### src/rtl/raster_tri_scheduler.sv
// Triangle sequencer between transform and rasterizer: fetches one triangle, sweeps the tile, then a readout sweep.
// Optional BBOX_SCAN_EN: restrict each triangle sweep to its clipped bounding box (adds a BOXC cycle).
module raster_tri_scheduler #(
    parameter int WIDTH  = 64,
    parameter int HEIGHT = 64,
    parameter int CW     = 9,
    localparam int HW    = $clog2(WIDTH),
    localparam int VW    = $clog2(HEIGHT)
) (
    input  logic                 clk_in,
    input  logic                 rst_in,
    input  logic                 start_in,
    input  logic                 tri_valid_in,
    input  logic                 tri_last_in,
    input  logic [2:0][CW-1:0]   v1_in,
    input  logic [2:0][CW-1:0]   v2_in,
    input  logic [2:0][CW-1:0]   v3_in,
    output logic                 tri_ready_out,
    output logic [2:0][CW-1:0]   vert1_out,
    output logic [2:0][CW-1:0]   vert2_out,
    output logic [2:0][CW-1:0]   vert3_out,
    output logic                 valid_tri_out,
    output logic                 obj_done_out,
    output logic                 new_frame_out,
    output logic [HW-1:0]        hcount_out,
    output logic [VW-1:0]        vcount_out,
    output logic                 busy_out,
    output logic                 frame_done_out
);

    localparam logic [HW-1:0] HMAX = HW'(WIDTH - 1);
    localparam logic [VW-1:0] VMAX = VW'(HEIGHT - 1);

    typedef enum logic [2:0] {
        IDLE, NEWF, FETCH, SCAN, FLUSH, DONE
`ifdef BBOX_SCAN_EN
        , BOXC
`endif
    } state_t;

    state_t state;
    logic   last_tri;
    logic   accept;

    assign accept = tri_valid_in && tri_ready_out;

`ifdef BBOX_SCAN_EN
    localparam logic [CW-1:0] XLIM = CW'(WIDTH - 1);
    localparam logic [CW-1:0] YLIM = CW'(HEIGHT - 1);

    logic [HW-1:0] x_lo, x_hi;
    logic [VW-1:0] y_lo, y_hi;
    logic [CW-1:0] bx_min, bx_max, by_min, by_max, bx_hi, by_hi;
    logic          box_off;

    function automatic logic [CW-1:0] min3(input logic [CW-1:0] a, b, c);
        logic [CW-1:0] m;
        m = (a < b) ? a : b;
        return (m < c) ? m : c;
    endfunction

    function automatic logic [CW-1:0] max3(input logic [CW-1:0] a, b, c);
        logic [CW-1:0] m;
        m = (a > b) ? a : b;
        return (m > c) ? m : c;
    endfunction

    // Box is derived from the latched vertices during BOXC, so the source may change v*_in freely.
    always_comb begin
        bx_min  = min3(vert1_out[2], vert2_out[2], vert3_out[2]);
        bx_max  = max3(vert1_out[2], vert2_out[2], vert3_out[2]);
        by_min  = min3(vert1_out[1], vert2_out[1], vert3_out[1]);
        by_max  = max3(vert1_out[1], vert2_out[1], vert3_out[1]);
        bx_hi   = (bx_max > XLIM) ? XLIM : bx_max;
        by_hi   = (by_max > YLIM) ? YLIM : by_max;
        box_off = (bx_min > XLIM) || (by_min > YLIM);
    end
`else
    localparam logic [HW-1:0] x_lo = '0;
    localparam logic [HW-1:0] x_hi = HMAX;
    localparam logic [VW-1:0] y_lo = '0;
    localparam logic [VW-1:0] y_hi = VMAX;
`endif

    always_ff @(posedge clk_in or posedge rst_in) begin
        if (rst_in) begin
            state          <= IDLE;
            last_tri       <= 1'b0;
            tri_ready_out  <= 1'b0;
            vert1_out      <= '0;
            vert2_out      <= '0;
            vert3_out      <= '0;
            valid_tri_out  <= 1'b0;
            obj_done_out   <= 1'b0;
            new_frame_out  <= 1'b0;
            hcount_out     <= '0;
            vcount_out     <= '0;
            busy_out       <= 1'b0;
            frame_done_out <= 1'b0;
`ifdef BBOX_SCAN_EN
            x_lo <= '0;
            x_hi <= '0;
            y_lo <= '0;
            y_hi <= '0;
`endif
        end else begin
            new_frame_out  <= 1'b0;
            frame_done_out <= 1'b0;
            case (state)
                IDLE: if (start_in) begin
                    state         <= NEWF;
                    new_frame_out <= 1'b1;
                    busy_out      <= 1'b1;
                end
                NEWF: begin
                    state         <= FETCH;
                    tri_ready_out <= 1'b1;
                end
                FETCH: if (accept) begin
                    vert1_out     <= v1_in;
                    vert2_out     <= v2_in;
                    vert3_out     <= v3_in;
                    last_tri      <= tri_last_in;
                    tri_ready_out <= 1'b0;
`ifdef BBOX_SCAN_EN
                    state         <= BOXC;
`else
                    hcount_out    <= x_lo;
                    vcount_out    <= y_lo;
                    valid_tri_out <= 1'b1;
                    state         <= SCAN;
`endif
                end
`ifdef BBOX_SCAN_EN
                BOXC: if (box_off) begin
                    // Nothing of this triangle lands on the tile: skip the sweep entirely.
                    if (last_tri) begin
                        state        <= FLUSH;
                        obj_done_out <= 1'b1;
                        hcount_out   <= '0;
                        vcount_out   <= '0;
                    end else begin
                        state         <= FETCH;
                        tri_ready_out <= 1'b1;
                    end
                end else begin
                    x_lo          <= bx_min[HW-1:0];
                    x_hi          <= bx_hi[HW-1:0];
                    y_lo          <= by_min[VW-1:0];
                    y_hi          <= by_hi[VW-1:0];
                    hcount_out    <= bx_min[HW-1:0];
                    vcount_out    <= by_min[VW-1:0];
                    valid_tri_out <= 1'b1;
                    state         <= SCAN;
                end
`endif
                SCAN: if (hcount_out == x_hi && vcount_out == y_hi) begin
                    valid_tri_out <= 1'b0;
                    if (last_tri) begin
                        state        <= FLUSH;
                        obj_done_out <= 1'b1;
                        hcount_out   <= '0;
                        vcount_out   <= '0;
                    end else begin
                        state         <= FETCH;
                        tri_ready_out <= 1'b1;
                    end
                end else if (hcount_out == x_hi) begin
                    hcount_out <= x_lo;
                    vcount_out <= vcount_out + 1'b1;
                end else begin
                    hcount_out <= hcount_out + 1'b1;
                end
                // Readout always covers the whole tile, independent of any bounding box.
                FLUSH: if (hcount_out == HMAX && vcount_out == VMAX) begin
                    obj_done_out   <= 1'b0;
                    frame_done_out <= 1'b1;
                    state          <= DONE;
                end else if (hcount_out == HMAX) begin
                    hcount_out <= '0;
                    vcount_out <= vcount_out + 1'b1;
                end else begin
                    hcount_out <= hcount_out + 1'b1;
                end
                DONE: begin
                    state    <= IDLE;
                    busy_out <= 1'b0;
                    last_tri <= 1'b0;
                end
                default: state <= IDLE;
            endcase
        end
    end

endmodule

### config.mk
export PLATFORM = sky130hd
export DESIGN_NAME = raster_tri_scheduler
export DESIGN_NICKNAME = d
export VERILOG_FILES = /design/src/rtl/raster_tri_scheduler.sv
export SDC_FILE = /design/constraint.sdc
export NUM_CORES = 1
export LEC_CHECK = 0
export CORE_AREA = 5 5 123 125
export CTS_CLUSTER_DIAMETER = 50
export DETAILED_ROUTE_END_ITERATION = 10
export DIE_AREA = 0 0 128 130
export HOLD_SLACK_MARGIN = 0.03
export PLACE_DENSITY = 0.65
export RECOVER_POWER = 100
export SYNTH_ARGS = -nofsm -noshare
export SYNTH_HDL_FRONTEND = slang
export SYNTH_SLANG_ARGS = --single-unit
### constraint.sdc
create_clock -name clk_in -period 4.09 [get_ports clk_in]
set_clock_uncertainty 0.15 [all_clocks]
set_input_delay 0.409 -clock clk_in [delete_from_list [all_inputs] [get_ports clk_in]]
set_output_delay 0.409 -clock clk_in [all_outputs]
set_load 0.02 [all_outputs]
Word level (Yosys, flattened, before mapping):

Cells that the tools add are included.

* memories: 0
* register bits after elaboration: 103
* word-level logic and storage cells: 87
* memory bits (writable): 0
* output and inout bits: 99
* input port bits: 86
* ROM bits: 0
* bits in latches: 0

* equality and inequality tests: 15
* bitwise gates (word level): 0
* multiplexer cells: 34
* shift operators: 0
* reduce and logical (&&, ||, !) cells: 17
* magnitude comparators: 0
* add/sub/neg operators: 2
* multiply operators: 0
* divide/modulo/power cells: 0

Operator list (number)
* 2-to-1 mux 6 bit: 8
* case mux 6 bit (3 select lines): 2
* AND reduction 4 bit: 4
* 2-to-1 mux 3 bit: 5
* case mux 3 bit (5 select lines): 1
* != test 2 bit, second input constant: 7
* 2-to-1 mux 1 bit: 13
* adder 6 x 1 -> 6 bit, second input constant: 2
* == test 6 bit, second input constant: 2
* case mux 1 bit (2 select lines): 4
* nonzero test 2 bit: 4
* == test 3 x 2 -> 1 bit, second input constant: 2
* == test 3 bit, second input constant: 2
* AND reduction 2 bit: 3
* nonzero test 3 bit: 2
* == test 3 x 1 -> 1 bit, second input constant: 1
* zero test 3 bit: 1
* != test 3 bit, second input constant: 1
* case mux 1 bit (3 select lines): 1
* AND reduction 3 bit: 1
* logical AND 1 bit: 2

Logic depth before layout (Yosys ltp):

* word-level depth: 4
* depth in mapped cells: 7
* mapped depth without buffers: 6

Worst setup path before layout:

No wires, ideal clock.

* path type: reg-to-reg
* start point: register hcount_out[0]
* end point: register tri_ready_out
* arrival time: 1.885 ns
* clock period less this slack: 2.100 ns
* slack: 1.990 ns
* path buffers: 0
* data required time: 3.875 ns
* cell stages (with the launch flop): 7
* path through: dfrtp_1 -> ha_1 -> nand3_1 -> or4_1 -> o21ai_1 -> and3b_1 -> o21a_1

* cells in the longest elaborated chain, start to end: 4

Ends and longest elaborated chain
* start: declaration: RTL line 25 `output logic [HW-1:0] hcount_out,`
* start signal: assignment: RTL line 128 `hcount_out <= x_lo;`
* start signal: assignment: RTL line 169 `hcount_out <= x_lo;`
* start signal: assignment: RTL line 172 `hcount_out <= hcount_out + 1'b1;`
* == test 6 bit: RTL line 157 `SCAN: if (hcount_out == x_hi && vcount_out == y_hi) begin`
* logical AND 1 bit: RTL line 157
* != test 2 bit (no line)
* AND reduction 4 bit (no line)
* end signal: assignment: RTL line 117 `tri_ready_out <= 1'b1;`
* end signal: assignment: RTL line 124 `tri_ready_out <= 1'b0;`
* end signal: assignment: RTL line 166 `tri_ready_out <= 1'b1;`
* end: declaration: RTL line 18 `output logic tri_ready_out,`

No other way between the ends.
A chain may end at the register's enable or synchronous reset.

Worst setup path after layout:

* start point: register state[0]
* end point: register vert2_out[13] (netlist name)

* cells in the longest elaborated chain, start to end: 2

Ends and longest elaborated chain
* start: declaration: RTL line 41 `state_t state;`
* start signal: assignment: RTL line 87 `state <= IDLE;`
* start signal: assignment: RTL line 111 `state <= NEWF;`
* start signal: assignment: RTL line 116 `state <= FETCH;`
* == test 3 x 2 -> 1 bit: RTL line 109 `case (state)`
* AND reduction 2 bit (no line)
* end signal: assignment: RTL line 121 `vert2_out <= v2_in;`
* end: declaration: RTL line 20 `output logic [2:0][CW-1:0] vert2_out,`

No other way between the ends.

==> results.py <==
metrics = {
    "cts": {
        "post_cts_buffers": 0,
        "htree_num_levels": 3,
        "postCtsResizedCells": 0,
        "cts_sinks": 103,
        "cts_inserted_buffers": 9,
        "clk_pin_slew_ns": 0.07,
        "cts_tree": "built",
        "postCtsHoldBufs": 0,
        "cts_root_buffer": "clkbuf_16",
        "clock_latency_ns": 0.34,
        "clockBufferDepth": 2,
    },
    "routing": {
        "ant_nets": 0,
        "drt_iter0_markers": 204,
        "drc": 0,
        "vias_per_cell": 4.58,
        "firstDrtPassIters": 4,
        "avgRoutedWirePerCell_um": 15.9,
        "via_count": 3057,
        "wl_mm": 10.6,
    },
    "worst_setup_path": {
        "startpoint_type": "flip-flop",
        "crit_required_ns": 4.16,
        "crit_chain": "or3_2 -> buf_4 -> mux2_1",
        "arrival_ns": 3.09,
        "worstReg2RegStart": "state[0]",
        "max_stage_delay_ns": 1.17,
        "crit_fanout": 63,
        "r2r-end": "vert2_out[13]",
        "r2r_slack_ns": 1.07,
        "critPathSlowestCell": "or3_2",
        "path_class": "reg2reg",
        "cp-end-kind": "flip-flop",
        "worstRegToRegCells": 3,
    },
    "grt": {
        "grt_pass1_vias": 3272,
        "grt_usage": 0.129,
        "overflow": 0,
        "grt_pass1_wl_mm": 17.1,
        "antenna_found_initial": 0,
        "grt_max_degree": 85,
    },
    "power_and_ir_drop": {
        "switchingPower_mw": 1.55,
        "p_sw_frac": 0.350,
        "ir_worst_vdd_mv": 0.316,
        "combPwrFrac": 0.416,
        "p_leak_nw": 2.81,
        "p_clk_frac": 0.202,
        "power_density_mw_per_mm2": 680,
        "seqPwrFrac": 0.382,
        "p_int_mw": 2.87,
    },
    "die": {
        "num_rows": 43,
        "die_y_um": 130,
        "die_w_um": 128,
        "core_mm2": 0.0138,
        "design.die.area_mm2": 0.0166,
        "pin_count": 185,
        "start_util": 0.303,
    },
    "timing": {
        "post-route-period-util": 0.739,
        "rsz0062_at_grt": "false",
        "fin_crit_ns": 3.02,
        "fmax_ghz": 0.331,
        "worst_pin_slew_ns": 1.72,
        "slew_headroom": -0.146,
        "timing.final.setup_violations": 0,
        "final-hold-violation-count": 0,
        "tns_ns": 0,
        "report.final.slew_viol_count": 85,
    },
    "synthesis": {
        "synth.distinct_cells": 44,
        "async_flop_share": 1.00,
        "synth-main-ff-cell": "dfrtp_1",
        "seq_area_frac_synth": 0.617,
        "ys_ff_latch": 103,
        "syn_inst": 298,
        "synth_nets": 386,
        "avgSynthCellArea_um2": 14.0,
        "ys_warn_count": 0,
        "synth_edf_count": 0,
        "syn_area_mm2": 0.00418,
    },
    "min_path": {
        "min_path_type": "reg2reg",
        "hold_path.startpoint": "vert2_out[17]",
        "whs_endpoint": "vert2_out[17]",
        "hold_path_depth": 1,
    },
    "cells_and_area": {
        "drive_gt1_frac": 0.0719,
        "nets": 570,
        "area_growth_pct": 55.5,
        "fin_area_mm2": 0.00649,
        "antenna_cells": 0,
    },
    "job": {
        "cap_violations": 1,
    },
    "placed_design": {
        "place_congestion": 0.785,
        "dpl_cell_area_mm2": 0.00620,
        "portBuffers": 184,
        "dpl.hpwl_mm": 7.90,
    },
    "outcome": {
        "status": "complete, but fails checks",
        "violations": "capacitance limit, slew limit",
    },
}
-- state kept, by name, summed over array words and instances, names as in the netlist --
name / flops
vcount_out: 6
tri_ready_out: 1
vert3_out: 27
obj_done_out: 1
vert2_out: 27
new_frame_out: 1
busy_out: 1
last_tri: 1
valid_tri_out: 1
hcount_out: 6
state: 3
frame_done_out: 1
vert1_out: 27
-- worst max path at each step --
stage,startpoint,endpoint,slack [ns],cells past startpoint
finish,state[0],vert2_out[13],1.07,3
global route,state[0],vert2_out[13],0.87,3
CTS,state[0],vert2_out[13],1.51,3
detailed placement,tri_valid_in,vert2_out[13],1.26,5
global placement,tri_valid_in,vert1_out[10],1.32,5
floorplan,rst_in,busy_out,0.83,1
-- per-stage QoR --
stage,power (mW),setup slack (ns),hold slack [ns],util,std cells
floorplan,2.63,0.827,0.391,-,298
global placement,3.72,1.32,0.323,0.450,651
detailed placement,3.76,1.26,0.330,0.450,651
CTS,4.68,1.51,0.346,0.473,667
global route,4.66,0.868,0.355,0.472,667
finish,4.42,1.07,0.335,0.472,667
-- cell type report --
cell class	count	area, um2
Fill cell	1253	7280
Multi-Input combinational cell	180	1510
Clock buffer	12	267
Timing Repair Buffer	187	1860
Sequential cell	103	2580
Clock inverter	4	52.6
Inverter	1	3.75
Tap cell	180	225
-- synthesized netlist by cell type (all sizes together) (2+ instances only) --
cell type,instances,area (um2)
nand2,16,60.1
mux2i,2,20.0
buf,11,67.6
nor3,3,15.0
ha,2,25.0
xor2,2,17.5
dfrtp,103,2580
clkbuf,3,11.3
a31oi,3,18.8
o31ai,2,15.0
or4,2,15.0
nand2b,3,18.8
nand3,6,42.5
a21oi,6,30.0
nor2,16,67.6
mux2,81,912
o21ai,12,71.3
o22ai,2,12.5
and3,4,25.0
-- kinds of logic (layout without fill, tap and decap cells) --
kind of cell,after synthesis,count (layout),share of synthesized area
and+or+nand+nor,58,58,0.0746
buffers and inverters,15,204,0.0198
muxes,83,83,0.223
xor gates and xnor gates,3,3,0.00629
AOI/OAI and AO/OA,34,34,0.0533
adders and majority gates,2,2,0.00599
DFF,103,103,0.617
-- placed cells by master (no fill, tap or decap), types with 2 or more instances in the layout --
| master | count |
|---|---|
| clkbuf_1 | 2 |
| or4_1 | 2 |
| clkinv_4 | 2 |
| nand2b_1 | 3 |
| o31ai_1 | 2 |
| xor2_1 | 2 |
| clkdlybuf4s50_1 | 84 |
| nor2_1 | 15 |
| o21ai_0 | 8 |
| dlygate4sd3_1 | 100 |
| o22ai_1 | 2 |
| mux2i_1 | 2 |
| nand3_1 | 5 |
| mux2_1 | 68 |
| mux2_2 | 13 |
| clkbuf_16 | 9 |
| clkbuf_8 | 3 |
| nand2_1 | 16 |
| o21ai_1 | 3 |
| dfrtp_1 | 103 |
| a31oi_1 | 3 |
| nor3_1 | 3 |
| and3_1 | 4 |
| ha_1 | 2 |
| a21oi_1 | 6 |
-- critical path: cells and delay by family (launching register included) --
family | cells | cell delay [ns]
simple gates | 1 | 1.17
flops | 1 | 0.67
buf+inv | 1 | 0.47
mux | 1 | 0.37
-- routing by layer --
metal	vias to the layer above	global-route usage	routed length (um)
li1	1430	-	-
met1	1491	0.163	4520
met2	120	0.208	5090
met3	16	0.0360	740
met4	0	0.0568	241
met5	-	0	0
-- power by group through the flow --
stage / logic [mW] / clock network (mW) / registers (mW)
floorplan: 0.405 / 0 / 2.23
global placement: 2.00 / 0 / 1.72
detailed placement: 2.03 / 0 / 1.73
CTS: 2.04 / 0.925 / 1.72
global route: 1.96 / 0.957 / 1.75
finish: 1.84 / 0.891 / 1.69
Power figures use the tool's default switching activity.
